### src/rtl/compare_pulse_gen.sv
// compare_pulse_gen: output-compare timer. Counts N cycles (counter starts
// at 1), then drives compare_out high for max(L,1) cycles, once or as a
// repeating low-N/high-L train. Shadow registers take software loads at any
// time; active registers are refreshed from them on every entry to COUNT.
//
// Load interface: cmp_load is a single-cycle strobe with no back-pressure.
// The block always accepts it; the values land in the shadow registers, and
// if the same edge enters COUNT they bypass straight into the active set.
module compare_pulse_gen #(
  parameter int WIDTH = 32,
  parameter int PW    = 16
) (
  input  logic             clk,
  input  logic             reset,
  input  logic             timer_enable,
  input  logic             cmp_load,
  input  logic [WIDTH-1:0] cmp_value,
  input  logic [PW-1:0]    pulse_len,
  input  logic             periodic,
  output logic [WIDTH-1:0] counter,
  output logic [2:0]       state,
  output logic             compare_out,
  output logic             compare_match,
  output logic             done
);

  localparam logic [2:0] S_IDLE  = 3'b000;
  localparam logic [2:0] S_COUNT = 3'b010;
  localparam logic [2:0] S_PULSE = 3'b011;
  localparam logic [2:0] S_DONE  = 3'b100;

  logic [2:0]       next_state;
  logic [WIDTH-1:0] shadow_n, active_n, eff_n;
  logic [PW-1:0]    shadow_l, active_l, eff_l;
  logic             shadow_p, active_p, eff_p;
  logic [PW-1:0]    pulse_cnt, next_pulse_cnt;
  logic [WIDTH-1:0] next_counter;
  logic             next_compare_out, next_compare_match, next_done;
  logic             load_active;

  // Effective shadow view: a load on this edge is visible immediately.
  always_comb begin
    eff_n = cmp_load ? cmp_value : shadow_n;
    eff_l = cmp_load ? pulse_len : shadow_l;
    eff_p = cmp_load ? periodic  : shadow_p;
  end

  // State register.
  always_ff @(posedge clk) begin
    if (reset) state <= S_IDLE;
    else       state <= next_state;
  end

  // Next-state logic; unknown encodings fall back to IDLE.
  always_comb begin
    next_state = S_IDLE;
    case (state)
      S_IDLE:  next_state = (timer_enable && eff_n != '0) ? S_COUNT : S_IDLE;
      S_COUNT: begin
        if (!timer_enable)            next_state = S_IDLE;
        else if (counter == active_n) next_state = S_PULSE;
        else                          next_state = S_COUNT;
      end
      S_PULSE: begin
        if (pulse_cnt == PW'(1))
          next_state = (active_p && timer_enable && eff_n != '0) ? S_COUNT : S_DONE;
        else
          next_state = S_PULSE;
      end
      S_DONE:  next_state = timer_enable ? S_DONE : S_IDLE;
      default: next_state = S_IDLE;
    endcase
  end

  // Output/datapath next values, registered below.
  always_comb begin
    next_counter       = counter;
    next_compare_out   = compare_out;
    next_compare_match = 1'b0;
    next_pulse_cnt     = pulse_cnt;
    load_active        = 1'b0;
    case (state)
      S_IDLE: begin
        if (next_state == S_COUNT) begin
          next_counter = WIDTH'(1);
          load_active  = 1'b1;
        end
      end
      S_COUNT: begin
        if (next_state == S_PULSE) begin
          next_compare_out   = 1'b1;
          next_compare_match = 1'b1;
          next_pulse_cnt     = (active_l == '0) ? PW'(1) : active_l;
        end else if (next_state == S_COUNT) begin
          next_counter = counter + WIDTH'(1);
        end
      end
      S_PULSE: begin
        next_pulse_cnt = pulse_cnt - PW'(1);
        if (pulse_cnt == PW'(1)) next_compare_out = 1'b0;
        if (next_state == S_COUNT) begin
          next_counter = WIDTH'(1);
          load_active  = 1'b1;
        end
      end
      S_DONE: ;
      default: next_compare_out = 1'b0;
    endcase
    next_done = (next_state == S_DONE) && timer_enable;
  end

  // Registered outputs and pulse-length counter.
  always_ff @(posedge clk) begin
    if (reset) begin
      counter       <= '0;
      compare_out   <= 1'b0;
      compare_match <= 1'b0;
      done          <= 1'b0;
      pulse_cnt     <= '0;
    end else begin
      counter       <= next_counter;
      compare_out   <= next_compare_out;
      compare_match <= next_compare_match;
      done          <= next_done;
      pulse_cnt     <= next_pulse_cnt;
    end
  end

  // Shadow registers capture every load strobe.
  always_ff @(posedge clk) begin
    if (reset) begin
      shadow_n <= '0;
      shadow_l <= '0;
      shadow_p <= 1'b0;
    end else if (cmp_load) begin
      shadow_n <= cmp_value;
      shadow_l <= pulse_len;
      shadow_p <= periodic;
    end
  end

  // Active registers refresh only on entry to COUNT, so a running period is never altered.
  always_ff @(posedge clk) begin
    if (reset) begin
      active_n <= '0;
      active_l <= '0;
      active_p <= 1'b0;
    end else if (load_active) begin
      active_n <= eff_n;
      active_l <= eff_l;
      active_p <= eff_p;
    end
  end

endmodule
### config.mk
export PLATFORM = sky130hd
export DESIGN_NAME = compare_pulse_gen
export DESIGN_NICKNAME = d
export VERILOG_FILES = /design/src/rtl/compare_pulse_gen.sv
export SDC_FILE = /design/constraint.sdc
export NUM_CORES = 1
export LEC_CHECK = 0
export ABC_AREA = 1
export BUFFER_PORTS_ARGS = -buffer_cell sky130_fd_sc_hd__buf_2
export CORE_ASPECT_RATIO = 0.9
export CORE_UTILIZATION = 55
export CTS_BUF_LIST = sky130_fd_sc_hd__clkbuf_2 sky130_fd_sc_hd__clkbuf_4 sky130_fd_sc_hd__clkbuf_8
export DETAILED_ROUTE_END_ITERATION = 10
export GPL_TIMING_DRIVEN = 0
export PLACE_DENSITY = 0.86
export SLEW_MARGIN = 5
export SYNTH_ARGS = -nofsm -noshare
export SYNTH_HDL_FRONTEND = slang
export SYNTH_SLANG_ARGS = --single-unit
### constraint.sdc
create_clock -name clk -period 2.2 [get_ports clk]
set_input_delay 0.11 -clock clk [delete_from_list [all_inputs] [get_ports clk]]
set_output_delay 0.11 -clock clk [all_outputs]
set_load 0.01 [all_outputs]
; ---- Yosys cells after proc, flatten, opt, wreduce, memory -nomap -nowiden
; Index checks and enable logic that the tools add are counted.
[totals]
inputBits = 53
regBits = 152
[op_classes]
n_reduce_logical = 15
bitwise_logic = 2
n_eq_ne = 13
addsub = 2
n_mux = 23
[op_table]
columns = op, count
row1 = 32-bit two-way mux, 4
row2 = 32-bit one-hot mux with 2 select lines, 1
row3 = 16-bit two-way mux, 3
row4 = 32-bit by 1-bit adder with 32-bit output (second input constant), 1
row5 = 32-bit equality test, 1
row6 = 16-bit one-hot mux with 2 select lines, 1
row7 = 32-bit nonzero test, 1
row8 = 16-bit by 1-bit equality test with 1-bit output (second input constant), 1
row9 = 16-bit logical NOT, 1
row10 = 16-bit by 1-bit subtractor with 16-bit output (second input constant), 1
row11 = 3-bit by 2-bit equality test with 1-bit output (second input constant), 4
row12 = 3-bit one-hot mux with 4 select lines, 1
row13 = 3-bit two-way mux, 3
row14 = 2-bit inequality test (second input constant), 4
row15 = 1-bit two-way mux, 7
row16 = 3-bit equality test (second input constant), 2
row17 = 2-bit OR reduction, 3
row18 = 1-bit logical AND, 4
row19 = 2-bit two-way mux, 2
row20 = 4-bit AND reduction, 1
row21 = 2-bit nonzero test, 2
row22 = 3-bit logical NOT, 1
row23 = 1-bit one-hot mux with 3 select lines, 1
row24 = 3-bit AND reduction, 1
row25 = other kinds (3), 4

; ---- Depth between registers and ports, before layout
[depth]
word_depth = 10
depth_mapped = 20
depth_no_buf = 16

; ---- Worst setup path before layout
; OpenSTA, ideal clock, no wires.
[synth_timing]
path_kind = reg2reg
start = register counter[6]
end = register pulse_cnt[11]
setup_time_ns = 0.113
path_buffers = 2
required_ns = 2.087
path_stages_with_launch = 12
period_less_slack_ns = 1.977
arrival_ns = 1.864
path_slack_ns = 0.223
cell_sequence = dfxtp_1 > clkbuf_2 > xnor2_1 > nand2_1 > nor3b_1 > nor3b_1 > nand3_1 > nand2_1 > buf_2 > nand2_1 > nand2_1 > nor2_1
[synth_via]
elab_chain_cells = 7
[synth_lines]
columns = element, line_no
row1 = from (decl), 20  ; output logic [WIDTH-1:0] counter,
row2 = from (signal assigned), 121  ; counter <= next_counter;
row3 = 32-bit equality test, 61  ; else if (counter == active_n) next_state = S_PULSE;
row4 = 1-bit two-way mux, 61
row5 = 2-bit two-way mux, 60  ; if (!timer_enable) next_state = S_IDLE;
row6 = 3-bit one-hot mux with 4 select lines, 57  ; case (state)
row7 = 3-bit by 2-bit equality test with 1-bit output, 90  ; if (next_state == S_PULSE) begin
row8 = 2-bit inequality test (no source line), --
row9 = 2-bit AND reduction (no source line), --
row10 = to (signal assigned), 125  ; pulse_cnt <= next_pulse_cnt;
row11 = to (decl), 36  ; logic [PW-1:0] pulse_cnt, next_pulse_cnt;
; No other way between the ends.
; A chain may end at the register's enable or synchronous reset.

; ---- Worst setup path in the final report
[layout_timing]
start = register pulse_cnt[6]
end = register active_n[29]
[layout_via]
elab_chain_cells = 6
[layout_lines]
columns = element, line_no
row1 = 16-bit by 1-bit equality test with 1-bit output, 65  ; if (pulse_cnt == PW'(1))
row2 = 3-bit two-way mux, 65
row3 = 3-bit one-hot mux with 4 select lines, 57
row4 = 3-bit by 2-bit equality test with 1-bit output, "84, 101"
row5 = 1-bit two-way mux, "84, 101"
row6 = 1-bit two-way mux, --
row7 = to (signal assigned), 149  ; active_n <= eff_n;
row8 = to (decl), 33  ; logic [WIDTH-1:0] shadow_n, active_n, eff_n;
; No other way between the ends.

==> flow_summary.yaml <==
status:
  status: "finished, violations left"
  violations: "negative setup slack"
critical_path:
  cp-end-kind: "flip-flop"
  crit_buf_inv: 5
  r2r.worst_path.cells: 16
  ff2ff_setup_slack_ns: -0.007
  crit_arrival_ns: 2.62
  crit_start: "pulse_cnt[6]"
  crit_path_top_delay_cell: "dfxtp_4"
  crit_type: "reg2reg"
  crit_chain: "nor2_4, nand2_2, inv_2, nand3_2, nor3_2, nand3_2, nand2_2, nand2_2, nor2_4, buf_12, nand3_4, buf_6, buf_8, nand2_1, inv_2, nor2_1"
  crit_top_cell: "nand2_2"
  critPathLaunchType: "flip-flop"
  path_max_fanout: 10
  required_ns: 2.61
  critPathMaxStageDelay_ns: 0.38
  rr_startpoint: "pulse_cnt[6]"
  cp.depth: 16
  endpoint: "active_n[29]"
  crit_family: "simple AND/OR/NAND/NOR gates"
  r2r-end: "active_n[29]"
clock_network:
  clock_sinks: 152
  h-tree-depth: 4
  worstSkewPairLatency_ns: 0.48
  clkSlewWorstSetupHoldPaths_ns: 0.09
  cts.path.max_buffers: 2
  cts_buffers: 17
  cts_tree: "yes"
  cts-root-buf: "clkbuf_8"
sta:
  fmax_mhz: 453
  slew_violations: 0
  tightest_slew_ns: 0.706
  timing.hold.ws_ns: 0.000182
  finalSetupViolations: 2
  finalCriticalPeriod_ns: 2.21
  tns_ns: -0.00844
  hold_viol: 0
  fin_skew_ns: 0.0153
  slew_headroom: 0.529
  timing.final.crit_share: 1.00
  setup_slack_ns: -0.00700
  grt_setup_unrepaired: "true"
drt:
  num_vias: 9185
  ant_nets: 0
  dr.pass1.iters: 5
  routed_wl_microns: 27300
  route.detailed.drc: 0
  drt-initial-drc-count: 965
  wire_per_inst_microns: 15.8
  route.detailed.vias_per_inst: 5.33
synth:
  syn-cell-area_sq_um: 8450
  netlist.area_leader.share: 0.360
  synthFlopType: "dfxtp_1"
  synth_cells: 1355
  yosys.area.top_type: "dfxtp_1"
  async_reset_ff_frac: 0
  ys_top_cells_by_area: "dfxtp_1, nand2_1, nor2_1, inv_1, nand4_1"
  synth.distinct_cells: 36
  synth_nets: 1411
  syn_avg_cell_area_sq_um: 6.23
  synthTopCellsByCount: "nand2_1, nor2_1, inv_1"
  synth_seq_area_share: 0.360
  yosysMostFrequentCell: "nand2_1"
  synth_warnings: 0
  synth-seq-cells: 152
  synth_edf_count: 0
global_route:
  overflow: 0
  antenna_found_initial: 0
  grt_use_total: 0.345
  grt_max_degree: 17
  grt_pass1_vias: 8322
  grt_pass1_wl_microns: 42500
finish:
  fin_area_sq_um: 10400
  area_growth_pct: 23.4
  nets: 1569
  fin_util: 0.701
  layout.cells.non_filler: 1724
  drive_gt1_frac: 0.175
  antenna_cells: 0
die:
  core_sq_um: 14900
  chipWidth_microns: 133
  die_height_microns: 120
  initial_utilization: 0.568
  ios: 91
  die-area_sq_um: 15900
  rows: 42
placement:
  placed_cell_area_sq_um: 9140
  dp_slack_ns: -0.663
  dp_cells: 1641
  gp_congestion: 0.992
  portBuffers: 88
  dp_hpwl_microns: 19000
power:
  p_seq_frac: 0.443
  finalPower_mw: 7.15
  powerDensity_nw_per_um2: 687
  ir_drop_mv: 0.563
  switchingPower_mw: 2.41
  pwr-share-clk: 0.335
  combinationalPowerShare: 0.221
  switching_share: 0.337
  intPower_mw: 4.74
  p_leak_nw: 5.11
hold_path:
  hold_path_class: "in2reg"
  min_path_cells: 5
flow_run:
  cap_violations: 0
-- layer usage --
metal | global-route usage | share of wire
met3 | 0.0680 | 0.094
met1 | 0.459 | 0.42
met5 | 0 | 0
met4 | 0.136 | 0.027
met2 | 0.552 | 0.46
-- cells by family after synthesis --
| group | after synthesis | share of synthesized area |
|---|---|---|
| simple gates | 777 | 0.389 |
| buf+inv | 279 | 0.133 |
| flops | 152 | 0.360 |
| compound gates | 93 | 0.0573 |
| xor+xnor | 34 | 0.0353 |
| mux | 17 | 0.0201 |
| fa+ha+maj | 3 | 0.00444 |
-- worst min-delay path, cell delays in order --
cell,delay [ns]
buf_2,0.07
inv_1,0.03
nand2_1,0.06
o21ai_2,0.07
nor2_1,0.09
-- layout make-up --
cell class	instances	area, sq um
multi-input combinational	924	4500
fill	1231	4450
sequential	152	3090
timing repair buffer	143	966
inverter	209	788
buffer	66	390
tap	198	248
clock buffer	17	234
clock inverter	15	205
-- flip-flops by register name (all words and copies together), names as in the netlist, 3 cells and up --
name,flops
active_n,32
counter,32
shadow_n,32
active_l,16
pulse_cnt,16
shadow_l,16
state,3
-- placed cells by master, fill, tap and decap left out, types with 18 or more instances in the layout --
| master | count |
|---|---|
| nand4_1 | 67 |
| nand2_1 | 357 |
| o21ai_0 | 33 |
| nor3_1 | 18 |
| dfxtp_2 | 25 |
| dlygate4sd3_1 | 40 |
| inv_1 | 199 |
| nand3_1 | 66 |
| a21oi_1 | 40 |
| nor2_1 | 214 |
| dfxtp_1 | 123 |
| buf_2 | 100 |
| buf_4 | 21 |
| clkbuf_1 | 25 |
-- power by group through the flow --
stage / Sequential (mW) / Combinational (mW) / Clock (mW)
4_1_cts: 3.15 / 1.47 / 2.40
3_3_place_gp: 3.19 / 1.35 / 0
6_report: 3.17 / 1.58 / 2.40
5_1_grt: 3.19 / 1.75 / 2.52
3_5_place_dp: 3.20 / 1.37 / 0
2_1_floorplan: 3.15 / 0.988 / 0
-- worst min path at each step --
stage / start / to / slack (ns)
floorplan: pulse_len[15] / shadow_l[15] / 0.28
global placement: pulse_len[9] / shadow_l[9] / 0.38
detailed placement: pulse_len[9] / shadow_l[9] / 0.39
CTS: cmp_value[0] / shadow_n[0] / 0.001
global route: cmp_value[13] / shadow_n[13] / 0.01
finish: cmp_value[13] / shadow_n[13] / 0.0002
-- what timing repair did --
item	CTS	global route
hold endpoints to repair	40	0
pin swaps	5	18
hold buffers	40	0
gates resized for setup	48	91
buffers inserted	4	11
setup endpoints to repair	97	97
(Power assumes the default switching activity.)
